## src/rtl/branch_dispatch.sv

```systemverilog
// Branch dispatcher: accepts a pending-branch mask and hands off one index per
// handshake, lowest-numbered first, with abort and empty-mask error reporting.
module branch_dispatch #(
  parameter int IDX_W = 4
) (
  input  logic                  clk,
  input  logic                  rst,
  input  logic                  in_valid,
  output logic                  in_ready,
  input  logic [2**IDX_W-1:0]   in_mask,
  output logic                  out_valid,
  input  logic                  out_ready,
  output logic [IDX_W-1:0]      out_index,
  output logic                  out_last,
  input  logic                  abort,
  output logic                  busy,
  output logic [IDX_W:0]        served_cnt,
  output logic                  empty_err
);

  localparam int MASK_W = 2**IDX_W;

  typedef enum logic [0:0] {
    IDLE = 1'b0,
    EMIT = 1'b1
  } state_e;

  state_e              state_q, state_d;
  logic [MASK_W-1:0]   pend_q, pend_d;
  logic [IDX_W:0]      served_cnt_q, served_cnt_d;
  logic                empty_err_q, empty_err_d;

  // Position of the lowest set bit; all-ones index when nothing is pending.
  function automatic logic [IDX_W-1:0] lowest_idx(input logic [MASK_W-1:0] v);
    lowest_idx = {IDX_W{1'b1}};
    for (int i = MASK_W - 1; i >= 0; i--) begin
      if (v[i]) begin
        lowest_idx = i[IDX_W-1:0];
      end
    end
  endfunction

  function automatic logic is_onehot(input logic [MASK_W-1:0] v);
    is_onehot = (v != {MASK_W{1'b0}}) &&
                ((v & (v - {{(MASK_W-1){1'b0}}, 1'b1})) == {MASK_W{1'b0}});
  endfunction

  // State, pending mask, served counter and error pulse registers.
  always_ff @(posedge clk) begin
    if (rst) begin
      state_q      <= IDLE;
      pend_q       <= {MASK_W{1'b0}};
      served_cnt_q <= {(IDX_W+1){1'b0}};
      empty_err_q  <= 1'b0;
    end else begin
      state_q      <= state_d;
      pend_q       <= pend_d;
      served_cnt_q <= served_cnt_d;
      empty_err_q  <= empty_err_d;
    end
  end

  // Outputs are decoded only from registered state.
  always_comb begin
    in_ready   = (state_q == IDLE);
    out_valid  = (state_q == EMIT);
    busy       = (state_q == EMIT);
    out_index  = lowest_idx(pend_q);
    out_last   = is_onehot(pend_q);
    served_cnt = served_cnt_q;
    empty_err  = empty_err_q;
  end

  // Next-state logic; abort wins over a simultaneous handshake.
  always_comb begin
    state_d      = state_q;
    pend_d       = pend_q;
    served_cnt_d = served_cnt_q;
    empty_err_d  = 1'b0;
    case (state_q)
      IDLE: begin
        if (in_valid) begin
          served_cnt_d = {(IDX_W+1){1'b0}};
          if (in_mask != {MASK_W{1'b0}}) begin
            pend_d  = in_mask;
            state_d = EMIT;
          end else begin
            empty_err_d = 1'b1;
          end
        end else begin
          state_d = IDLE;
        end
      end
      EMIT: begin
        if (abort) begin
          pend_d  = {MASK_W{1'b0}};
          state_d = IDLE;
        end else if (out_ready) begin
          pend_d[out_index] = 1'b0;
          if (served_cnt_q != MASK_W[IDX_W:0]) begin
            served_cnt_d = served_cnt_q + {{IDX_W{1'b0}}, 1'b1};
          end else begin
            served_cnt_d = served_cnt_q;
          end
          if (out_last) begin
            state_d = IDLE;
          end else begin
            state_d = EMIT;
          end
        end else begin
          state_d = EMIT;
        end
      end
      default: begin
        state_d = IDLE;
        pend_d  = {MASK_W{1'b0}};
      end
    endcase
  end

endmodule

```

## config.mk

```make
export PLATFORM = sky130hd
export DESIGN_NAME = branch_dispatch
export DESIGN_NICKNAME = d
export VERILOG_FILES = /design/src/rtl/branch_dispatch.sv
export SDC_FILE = /design/constraint.sdc
export NUM_CORES = 1
export LEC_CHECK = 0
export CAP_MARGIN = 20
export CORE_UTILIZATION = 55
export CTS_BUF_LIST = sky130_fd_sc_hd__clkbuf_8
export CTS_CLUSTER_SIZE = 40
export DETAILED_ROUTE_END_ITERATION = 7
export GPL_TIMING_DRIVEN = 0
export PLACE_DENSITY_LB_ADDON = 0.1
export SLEW_MARGIN = 10
export SYNTH_ARGS = -nofsm -noshare
export SYNTH_HDL_FRONTEND = slang
export SYNTH_SLANG_ARGS = --single-unit
```

## constraint.sdc

```tcl
create_clock -name clk -period 6.6 [get_ports clk]
set_input_delay 0.66 -clock clk [delete_from_list [all_inputs] [get_ports clk]]
set_output_delay 0.66 -clock clk [all_outputs]
set_load 0.05 [all_outputs]
```

==> summary.md <==
| Metric | Value |
|---|---|
| Synthesized instance count | `around 190` |
| Wire length of the first global-routing pass | `between 6000 and 7000 um` |
| Total Wirelength | `around 4300 um` |
| Post-DP HPWL | `3261 um` |
| Worst hold start | `pend_q[14]` |
| Largest net degree at the start of global routing | `14` |
| Number of input and output port buffers inserted | `34` |
| P&R area growth vs syn | `29.82%` |
| Antenna cells | `0` |
| H-tree levels | `1` |
| Setup violations, final | `0` |
| Static leakage power | `between 0.6 and 0.7 nW` |
| Path category of the worst min-delay check | `flip-flop to flip-flop` |
| Antenna violations before repair | `0` |
| Power per standard cell area | `approximately 220 mW/mm^2` |
| Worst vdd ir | `about 160 uV` |
| Most Used Layer, Global Route | `met2` |
| Sequence of cells on the critical path | `nor4_1 > nand3_1 > o21ai_0 > nand4_1 > nor3_1 > clkdlybuf4s50_1` |
| Category of the worst setup path launch point | `flip-flop` |
| Number of buffers inserted for hold repair after clock tree synthesis | `0` |
| FF-to-FF Start | `pend_q[11]` |
| Detailed-route DRC error count | `0` |
| Final hold violation count | `0` |
| Summed instance area of the synthesized netlist | `between 0.001 and 0.0015 mm^2` |
| Relative slew margins | `about 43%` |
| Global Route Usage Sum | `~33%` |
| Post-route ant nets | `0` |
| Share of the cycle needed by the critical path after routing | `around three fifths` |
| Minimum clock period after layout | `~3.9 ns` |
| Maximum single-stage delay on the critical path | `roughly 0.84 ns` |
| Async set or reset register ratio after synthesis | `0%` |
| Placement row count | `18` |
| GR Layer Usage met2 | `54.43%` |
| Met1 usage | `between 40% and 50%` |
| Achievable frequency | `0.2542 GHz` |
| Overflow after GRT | `0` |
| Final count of pins violating max slew | `0` |
| Post-synth net total | `210` |
| Final setup skew | `between 0.003 and 0.004 ns` |
| Worst-path clk slew | `roughly 0.080 ns` |
| Drt wl/cell | `16.73 um` |
| X dimension of the die | `~53 um` |
| Max Buffers Root-to-Sink | `2` |
| Cell family contributing the most delay on the critical path | `simple AND/OR/NAND/NOR gates` |
| Initial Util | `between 50% and 60%` |
| Fin nets | `approximately 250` |
| Outcome | `finished clean` |
| Register bit total from synthesis | `23` |
| Critical Path AT | `approximately 3.3 ns` |
| Via count | `1,632` |
| Post-CTS setup buffers | `0` |
| Clock root buffer | `sky130_fd_sc_hd__clkbuf_8` |
| Instance count after placement with tap cells included | `approximately 250` |
| Maximum fanout count along the critical path | `8` |
| Die Y | `about 53 um` |
| Share of cells above drive strength 1 | `under 10%` |
| Top-level I/O count | `35` |
| Total buffers and inverters traversed by the critical path | `1` |
| Aggregate negative setup slack | `0 ns` |
| Number of design-rule violations left by the first detailed-router iteration | `between 100 and 150` |
| Post-DR vias/cell | `approximately 6.4` |
| Number of enable flip-flop cells after synthesis | `0` |
| Avg Cell Area, Syn | `~7.6 um^2` |
| Prevailing post-synth register cell | `sky130_fd_sc_hd__dfxtp_1` |
| Clock Sinks | `23` |
| Last weighted congestion value of the routability-driven placer | `a little over 0.9` |
| Most used cells in the layout excluding fill and tap cells | `sky130_fd_sc_hd__clkdlybuf4s50_1 (34), sky130_fd_sc_hd__dfxtp_1 (23), sky130_fd_sc_hd__nor2_1 (15), sky130_fd_sc_hd__nand2_1 (15), sky130_fd_sc_hd__a21oi_1 (14)` |
| Slew at the pin closest to its max-slew limit | `around 0.85 ns` |
| Count of distinct cell types in the synthesized netlist | `between 40 and 50` |
| Type of the worst setup path | `flip-flop to output pin` |
| Part of the Yosys area used for sequential elements | `between 30% and 40%` |
| Critical Path Start | `pend_q[11]` |
| Clock latency reported for the late side of the worst-skew pair | `0.26 ns` |
| Commonest non-fill, non-tap cell in the layout | `sky130_fd_sc_hd__clkdlybuf4s50_1` |
| Post-cts repair resize count | `0` |
| Detailed-routing iteration count for the pre-antenna-repair pass | `5` |
| Number of violations of the max-capacitance limit | `0` |
| Clock tree from TritonCTS | `yes` |
| Floorplan die area | `between 0.002 and 0.003 mm^2` |
| Crit-path slowest cell | `sky130_fd_sc_hd__clkdlybuf4s50_1` |
| Unrepaired setup endpoints after global routing | `no` |
| Endpoint kind of the worst setup timing path | `output pin` |
| Yosys warns | `0` |
| Number of CTS-inserted buffers | `3` |
| Via count of the first global-routing pass | `around 1,500` |
| Met3 routing resource usage after global routing | `between 6 and 7%` |
| Number of cells in the finished layout apart from fillers | `around 260` |
| Required time of the critical path | `roughly 5.9 ns` |
| Core area | `0.002455 mm^2` |
-- sequential cells by signal, summed over array words and instances (netlist names) --
| register | cells |
|---|---|
| empty_err | 1 |
| pend_q | 16 |
| served_cnt | 5 |
| busy | 1 |
-- logic make-up (layout without fill, tap and decap cells) --
kind of cell               after synthesis  in the layout  synth area share, %
buffers and inverters                   21             59                5.893
adders and majority gates                3              3                2.550
DFF                                     23             23                32.37
AOI/OAI and AO/OA                       63             63                31.05
muxes                                    1              1               0.7036
xor gates and xnor gates                 3              3                1.847
and+or+nand+nor                         73             73                25.59
-- synth_stat cells (5+ instances only) --
cell type / count / area share, %
sky130_fd_sc_hd__nor3_1: 10 / 3.5
sky130_fd_sc_hd__a31oi_1: 7 / 3.1
sky130_fd_sc_hd__a311oi_1: 5 / 3.1
sky130_fd_sc_hd__a22oi_1: 6 / 3.2
sky130_fd_sc_hd__o21ai_0: 8 / 2.8
sky130_fd_sc_hd__nor4_1: 9 / 4.0
sky130_fd_sc_hd__nand2_1: 15 / 4.0
sky130_fd_sc_hd__inv_1: 12 / 3.2
sky130_fd_sc_hd__nor2_1: 15 / 4.0
sky130_fd_sc_hd__clkbuf_1: 7 / 1.8
sky130_fd_sc_hd__o211ai_1: 6 / 3.2
sky130_fd_sc_hd__nand3_1: 9 / 3.2
sky130_fd_sc_hd__a21oi_1: 14 / 4.9
sky130_fd_sc_hd__dfxtp_1: 23 / 32
-- worst paths after layout --
kind / end / slack [ns] / depth (start not counted)
setup reg to reg: busy / 4.15 / 6
hold reg to reg: pend_q[14] / 0.54 / 2
hold / removal: pend_q[14] / 0.54 / 2
setup / recovery: out_last / 2.67 / 6
-- through the flow --
stage / worst slack, ns / utilization (%) / power (mW) / hold slack (ns) / cell area, um^2
2_1_floorplan: 3.162 / - / 0.2634 / 0.4875 / 1423
3_3_place_gp: 3.164 / 73.34 / 0.3141 / 0.5050 / 1800
3_5_place_dp: 3.063 / 73.34 / 0.3178 / 0.5257 / 1800
4_1_cts: 2.767 / 75.23 / 0.4047 / 0.5385 / 1847
5_1_grt: 2.481 / 75.23 / 0.4243 / 0.5810 / 1847
6_report: 2.666 / 75.23 / 0.4066 / 0.5450 / 1847
-- routing by layer --
metal,vias up,part of all wire [%]
met1,733,40
met4,0,3.1
met3,18,9.0
met5,-,0
met2,91,48
li1,790,-
-- area by class of cell --
class,count,area (um^2)
plain buffers,9,38.79
multi-input cells,143,878.3
flip-flops and latches,23,460.4
fillers,195,608.1
well taps,30,37.54
repair buffers,34,340.3
clock inverters,1,5.005
inverters,12,45.04
clock buffers,3,41.29
-- worst register-to-register path: cells and delay by family, from the launching register on --
kind	cells	cell delay, ns
AO/OA/AOI/OAI	3	0.70
AND/OR/NAND/NOR	3	1.23
flip-flops	1	0.38
-- report_power, final --
group | total [mW] | internal, mW | switching, mW
Sequential | 0.157 | 0.146 | 0.0112
Clock | 0.0883 | 0.0422 | 0.0462
Combinational | 0.161 | 0.0590 | 0.102
Total | 0.407 | 0.247 | 0.160
(Power assumes the default switching activity.)
